## config.mk

```make
export PLATFORM = sky130hd
export DESIGN_NAME = alu_op_sequencer
export DESIGN_NICKNAME = d
export VERILOG_FILES = /design/src/rtl/alu_op_sequencer.sv
export SDC_FILE = /design/constraint.sdc
export NUM_CORES = 1
export LEC_CHECK = 0
export ABC_AREA = 0
export BUFFER_PORTS_ARGS = -buffer_cell sky130_fd_sc_hd__buf_4
export CORE_UTILIZATION = 46
export CTS_CLUSTER_SIZE = 16
export DETAILED_ROUTE_END_ITERATION = 7
export PLACE_DENSITY_LB_ADDON = 0.12
export RECOVER_POWER = 25
export SYNTH_ARGS = -nofsm -noshare
export SYNTH_HDL_FRONTEND = slang
export SYNTH_SLANG_ARGS = --single-unit
```

## constraint.sdc

```tcl
create_clock -name clk -period 4.04 [get_ports clk]
set_input_delay 0.404 -clock clk [delete_from_list [all_inputs] [get_ports clk]]
set_output_delay 0.404 -clock clk [all_outputs]
set_load 0.01 [all_outputs]
```

## src/rtl/alu_op_sequencer.sv

```systemverilog
// alu_op_sequencer: initiator-side sequencer for a one-hot-strobed combinational ALU.
// Accepts a request over valid/ready, drives registered operands plus one strobe,
// waits SETTLE cycles, then captures result/flags, computes signed overflow and
// returns the response over valid/ready.
module alu_op_sequencer #(
    parameter int unsigned WIDTH  = 32,
    parameter int unsigned SETTLE = 1
) (
    input  logic             clk,
    input  logic             rst,
    input  logic             req_valid,
    output logic             req_ready,
    input  logic [1:0]       req_op,
    input  logic [WIDTH-1:0] req_a,
    input  logic [WIDTH-1:0] req_b,
    output logic [WIDTH-1:0] alu_a,
    output logic [WIDTH-1:0] alu_b,
    output logic             alu_add,
    output logic             alu_inc,
    output logic             alu_neg,
    output logic             alu_sub,
    input  logic [WIDTH-1:0] alu_out,
    input  logic             alu_z,
    input  logic             alu_n,
    output logic             rsp_valid,
    input  logic             rsp_ready,
    output logic [WIDTH-1:0] rsp_data,
    output logic             rsp_z,
    output logic             rsp_n,
    output logic             rsp_v
);

    localparam int unsigned S = WIDTH - 1;
    localparam logic [3:0] CNT_LOAD = 4'(SETTLE - 1);
    localparam logic [WIDTH-1:0] MIN_NEG = {1'b1, {(WIDTH-1){1'b0}}};
    localparam logic [WIDTH-1:0] MAX_POS = {1'b0, {(WIDTH-1){1'b1}}};

    typedef enum logic [1:0] {
        ST_IDLE,
        ST_WAIT,
        ST_RESP
    } state_t;

    state_t           r_state;
    logic [3:0]       r_cnt;
    logic             r_req_ready;
    logic [WIDTH-1:0] r_alu_a;
    logic [WIDTH-1:0] r_alu_b;
    logic             r_add;
    logic             r_inc;
    logic             r_neg;
    logic             r_sub;
    logic             r_rsp_valid;
    logic [WIDTH-1:0] r_rsp_data;
    logic             r_rsp_z;
    logic             r_rsp_n;
    logic             r_rsp_v;
    logic             w_v;

    // Signed overflow of the operation currently strobed, from held operands and live ALU result
    always_comb begin
        w_v = 1'b0;
        if (r_add) begin
            w_v = (r_alu_a[S] == r_alu_b[S]) && (alu_out[S] != r_alu_a[S]);
        end else if (r_sub) begin
            w_v = (r_alu_a[S] != r_alu_b[S]) && (alu_out[S] != r_alu_b[S]);
        end else if (r_neg) begin
            w_v = (r_alu_a == MIN_NEG);
        end else if (r_inc) begin
            w_v = (r_alu_b == MAX_POS);
        end
    end

    // Request/settle/response state machine with all outputs registered
    always_ff @(posedge clk or posedge rst) begin
        if (rst) begin
            r_state     <= ST_IDLE;
            r_cnt       <= '0;
            r_req_ready <= 1'b1;
            r_alu_a     <= '0;
            r_alu_b     <= '0;
            r_add       <= 1'b0;
            r_inc       <= 1'b0;
            r_neg       <= 1'b0;
            r_sub       <= 1'b0;
            r_rsp_valid <= 1'b0;
            r_rsp_data  <= '0;
            r_rsp_z     <= 1'b0;
            r_rsp_n     <= 1'b0;
            r_rsp_v     <= 1'b0;
        end else begin
            case (r_state)
                ST_IDLE: begin
                    if (req_valid) begin
                        r_alu_a     <= req_a;
                        r_alu_b     <= req_b;
                        r_add       <= (req_op == 2'b00);
                        r_inc       <= (req_op == 2'b01);
                        r_neg       <= (req_op == 2'b10);
                        r_sub       <= (req_op == 2'b11);
                        r_cnt       <= CNT_LOAD;
                        r_req_ready <= 1'b0;
                        r_state     <= ST_WAIT;
                    end
                end
                ST_WAIT: begin
                    if (r_cnt == 4'd0) begin
                        r_rsp_data  <= alu_out;
                        r_rsp_z     <= alu_z;
                        r_rsp_n     <= alu_n;
                        r_rsp_v     <= w_v;
                        r_add       <= 1'b0;
                        r_inc       <= 1'b0;
                        r_neg       <= 1'b0;
                        r_sub       <= 1'b0;
                        r_rsp_valid <= 1'b1;
                        r_state     <= ST_RESP;
                    end else begin
                        r_cnt <= r_cnt - 4'd1;
                    end
                end
                ST_RESP: begin
                    if (rsp_ready) begin
                        r_rsp_valid <= 1'b0;
                        r_req_ready <= 1'b1;
                        r_state     <= ST_IDLE;
                    end
                end
                default: begin
                    r_state     <= ST_IDLE;
                    r_req_ready <= 1'b1;
                    r_rsp_valid <= 1'b0;
                    r_add       <= 1'b0;
                    r_inc       <= 1'b0;
                    r_neg       <= 1'b0;
                    r_sub       <= 1'b0;
                end
            endcase
        end
    end

    assign req_ready = r_req_ready;
    assign alu_a     = r_alu_a;
    assign alu_b     = r_alu_b;
    assign alu_add   = r_add;
    assign alu_inc   = r_inc;
    assign alu_neg   = r_neg;
    assign alu_sub   = r_sub;
    assign rsp_valid = r_rsp_valid;
    assign rsp_data  = r_rsp_data;
    assign rsp_z     = r_rsp_z;
    assign rsp_n     = r_rsp_n;
    assign rsp_v     = r_rsp_v;

endmodule

```

# Word-level counts from Yosys, hierarchy flattened
# Index checks and enable logic that the tools add are counted.
# W data, S select, Z words.
# word_totals
reg_bits,111
inputBits,104
out_inout_bits,105
# op_classes
add_sub_neg,1
n_eq_ne,15
mux,26
n_bitwise,3
n_reduce_logical,13
# ops
op,n
$eq A32 B31 Y1 const B,1
$eq A32 B32 Y1 const B,1
$pmux W1 S3,6
$reduce_and A3 Y1,5
$mux W1,13
$mux W4,2
$ne A2 B2 Y1 const B,4
$pmux W4 S2,1
$eq A2 B2 Y1 const B,3
$mux W2,3
$pmux W2 S3,1
$eq A2 B1 Y1 const B,2
$logic_not A2 Y1,2
$logic_not A4 Y1,1
$reduce_and A2 Y1,2
$sub A4 B1 Y4 const B,1
$ne A1 B1 Y1,3
$not A1 Y1,3
$logic_and A1 B1 Y1,2
$reduce_bool A2 Y1,1
$eq A1 B1 Y1,1

# Logic depth before layout (Yosys ltp)
# logic_depth
depth_word,5
ltp_mapped,8
depth_no_buf,7

# Least setup slack after synthesis
# No wires, ideal clock.
# synth_timing
kind,reg2reg
from,register r_cnt[0]
to,"register r_rsp_v, in the netlist rsp_v"
setup_time_ns,0.126
arrival_time_ns,1.614
setup_slack_ns,2.300
path_stages_with_launch,8
path_buffers,2
path_cell_list,dfrtp_1 -> inv_1 -> ha_1 -> nor3b_4 -> nand3b_1 -> buf_4 -> buf_6 -> a221o_1
# synth_between
elab_chain_len,2
# synth_rtl
item,line_no,source
start: declaration,45,logic [3:0] r_cnt;
start signal: assignment,119,r_cnt <= r_cnt - 4'd1;
$logic_not A4 Y1,107,if (r_cnt == 4'd0) begin
$reduce_and A2 Y1 (no source line),n/a,
end signal: assignment,111,r_rsp_v <= w_v;
end: declaration,57,logic r_rsp_v;
# No other way between the ends.
# A chain may end at the register's enable or synchronous reset.

# Worst setup path after layout
# layout_timing
from,register r_state[0]
to,"register r_alu_a[8], in the netlist alu_a[8]"
# layout_between
elab_chain_len,2
# layout_rtl
item,line_no,source
start: declaration,44,state_t r_state;
start signal: assignment,77,r_state <= ST_IDLE;
start signal: assignment,103,r_state <= ST_WAIT;
start signal: assignment,117,r_state <= ST_RESP;
$logic_not A2 Y1,92,case (r_state)
$reduce_and A2 Y1 (no source line),n/a,
end signal: assignment,95,r_alu_a <= req_a;
end: declaration,47,logic [WIDTH-1:0] r_alu_a;
# No other way between the ends.

==> summary.md <==
| Metric | Value |
|---|---|
| Mapped Area | `approximately 0.0045 mm²` |
| Root buf cell | `clkbuf_8` |
| CTS resizes | `0` |
| Clock sink count | `between 100 and 150` |
| First-pass GRT wire length | `~17,000 µm` |
| Post-CTS Setup Bufs | `0` |
| Pin slew with the least headroom to its limit | `between 1.5 and 2 ns` |
| Comb power frac | `44.9%` |
| Synth unique cells | `34` |
| Switching pwr | `approximately 1.8 mW` |
| Die area | `0.0101 mm²` |
| Net Count, Synth | `408` |
| Area growth syn-to-layout | `41.7%` |
| DP Wirelength | `between 7000 and 8000 µm` |
| Max Cap Viol | `1` |
| Worst Path Max Fanout | `34` |
| Commonest cells after routing, fill and taps aside | `212 x buf_4, 110 x dfrtp_1, 99 x mux2_2` |
| ANT nets after route | `0` |
| Vias per inst | `between 5 and 6` |
| DRC viols | `0` |
| Clock buffer depth | `2` |
| Setup TNS | `0 ns` |
| Status | `finished, violations left` |
| Sequential cell area fraction in the yosys report | `between 60 and 70%` |
| Cts bufs inserted | `9` |
| Ys async rst share | `100%` |
| Hold Buf Count CTS | `0` |
| Worst Path Required | `between 4 and 5 ns` |
| Area of the multi-input gates | `approximately 0.0016 mm²` |
| Seq pwr share | `41.4%` |
| N_diodes | `0` |
| RD Place Congestion | `0.815` |
| Final Hold Viols | `0` |
| Ports | `between 200 and 250` |
| Critical path startpoint category | `flop` |
| Final total power | `5.13 mW` |
| M3 GR Usage | `7.42%` |
| Met1 Track Usage GR | `a little over a quarter` |
| Initial Util | `48.1%` |
| Hold Crit Class | `in2reg` |
| Largest net degree at the start of global routing | `between 40 and 50` |
| Syn Inst Count | `about 300` |
| Fin crit period | `around 2.4 ns` |
| Core Region | `0.00933 mm²` |
| Sequential cell area | `around 0.0028 mm²` |
| Final nets | `just over 600` |
| Detailed Route WL | `about 11,000 µm` |
| PnR worst setup slack | `1.68 ns` |
| Antenna violations before repair | `0` |
| Setup Crit Path Kind | `reg2reg` |
| Net Sw Frac | `34.1%` |
| Vias | `3,260` |
| Clk_skew | `0.00633 ns` |
| Fillers | `around 730` |
| EDFF count, synth | `0` |
| Clock share of power | `a little over an eighth` |
| Period utilisation layout | `58.4%` |
| Clock slew at reported path FFs | `~0.10 ns` |
| Port bufs | `roughly 210` |
| Post-layout util | `about two thirds` |
| Yosys reg bits | `111` |
| WL/cell | `16.2 µm` |
| RSZ-0062 raised after global routing | `no` |
| Ys flop type | `dfrtp_1` |
| Global-route usage over all layers | `21.8%` |
| 1st-iter DRT viols | `a little under 100` |
| Arr. time, crit path | `between 2 and 3 ns` |
| M2 GR Usage | `36.1%` |
| Int Pwr | `~3.4 mW` |
| Rows | `35` |
| CP endpoint kind | `flop` |
| Die W | `approximately 100 µm` |
| Slew HR | `-6.36%` |
| Final setup fails | `0` |
| Overflow left after global routing | `0` |
| H-tree lvl count | `3` |
| Violated checks | `capacitance limit, slew limit` |
| Peak Freq | `roughly 420 MHz` |
| Layout cells sized above 1 | `between 60% and 70%` |
| Slew Limit Fails | `38` |
| DIE HEIGHT | `101 µm` |
| Ys Warns | `0` |
| DRT Pass-1 Iters | `4` |
| PD cells | `just over 800 mW/mm²` |
| Busiest grt layer | `met2` |
| Clk_lat worst skew | `0.37 ns` |
| Commonest non-fill, non-tap cell in the layout | `buf_4` |
| Mean Syn Cell Area | `between 10 and 15 µm²` |
| Setup Slack @ Placement | `1.68 ns` |
| Vias in the first global route | `between 3,000 and 4,000` |
| CTS tree | `done` |
| Peak supply drop | `~400 µV` |
| Leak | `2.97 nW` |
[state kept, by name, summed over array words and instances, names as in the netlist]
name and cells:
alu_b 32, rsp_n 1, req_ready 1, alu_add 1, rsp_valid 1, r_state 2
rsp_data 32, alu_inc 1, alu_a 32, rsp_v 1, alu_neg 1, r_cnt 4
alu_sub 1, rsp_z 1
[synth_stat cells (2+ instances only)]
library cell,n,share of area [%]
or4_1,2,0.33
nand2_1,6,0.50
nand4_1,8,1.1
nor3_1,4,0.45
nand2b_1,2,0.28
xor2_1,2,0.39
inv_1,7,0.59
nor4_1,6,0.84
a21oi_1,4,0.45
nor2_1,9,0.75
nand4b_1,4,0.78
mux2_2,99,25
o21ai_0,9,1.0
buf_2,7,0.78
buf_6,6,1.5
dfrtp_1,110,61
[power groups by stage]
stage          Sequential (mW)  Clock [mW]  Combinational, mW
2_1_floorplan             2.31           0               1.04
3_3_place_gp              2.13           0               2.27
3_5_place_dp              2.16           0               2.34
4_1_cts                   2.14       0.731               2.34
5_1_grt                   2.22       0.775               2.49
6_report                  2.13       0.701               2.30
[worst max-delay path, cell delays in order (launching register included)]
cell and delay (ns):
dfrtp_1 0.50, nor2_1 0.25, and2_2 0.70, buf_4 0.40, mux2_2 0.38
[through the flow]
| stage | area, µm² | instances | hold WS, ns |
|---|---|---|---|
| floorplan | 4480 | 303 | 0.465 |
| CTS | 6350 | 647 | 0.0410 |
| global route | 6350 | 647 | 0.224 |
| finish | 6350 | 647 | 0.256 |
| global placement | 6140 | 631 | 0.454 |
| detailed placement | 6140 | 631 | 0.459 |
[cell families after synthesis]
kind of cell,Yosys count,share of synthesized area (%)
AOI/OAI and AO/OA,20,2.62
muxes,99,24.9
buffers and inverters,21,3.04
DFF,111,62.0
and+or+nand+nor,49,6.81
xor gates and xnor gates,2,0.391
adders and majority gates,1,0.279
[path summary, 6_finish.rpt]
kind | from | depth (start not counted) | slack (ns) | end
setup / recovery | r_state[0] | 4 | 1.68 | alu_a[8]
hold / removal | alu_out[26] | 2 | 0.26 | rsp_data[26]
setup reg to reg | r_state[0] | 4 | 1.68 | alu_a[8]
hold reg to reg | req_ready | 2 | 0.47 | req_ready
max in group asynchronous | rst | 3 | 2.44 | alu_b[6]
min in group asynchronous | rst | 2 | 0.40 | rsp_data[7]
[cell type report]
cell class	instances	area share, %
Multi-Input combinational cell	171	24.7
Tap cell	129	2.54
Inverter	7	0.433
Clock inverter	5	1.02
Timing Repair Buffer	213	25.2
Clock buffer	11	2.38
Sequential cell	111	43.7
[metal layers]
layer  part of all wire (%)  vias to the layer above
li1                       -                     1515
met1                     41                     1592
met2                     49                      139
met3                    8.5                       14
met4                    1.9                        0
met5                      0                        -
Note: power is estimated with default switching activity, not from simulation.
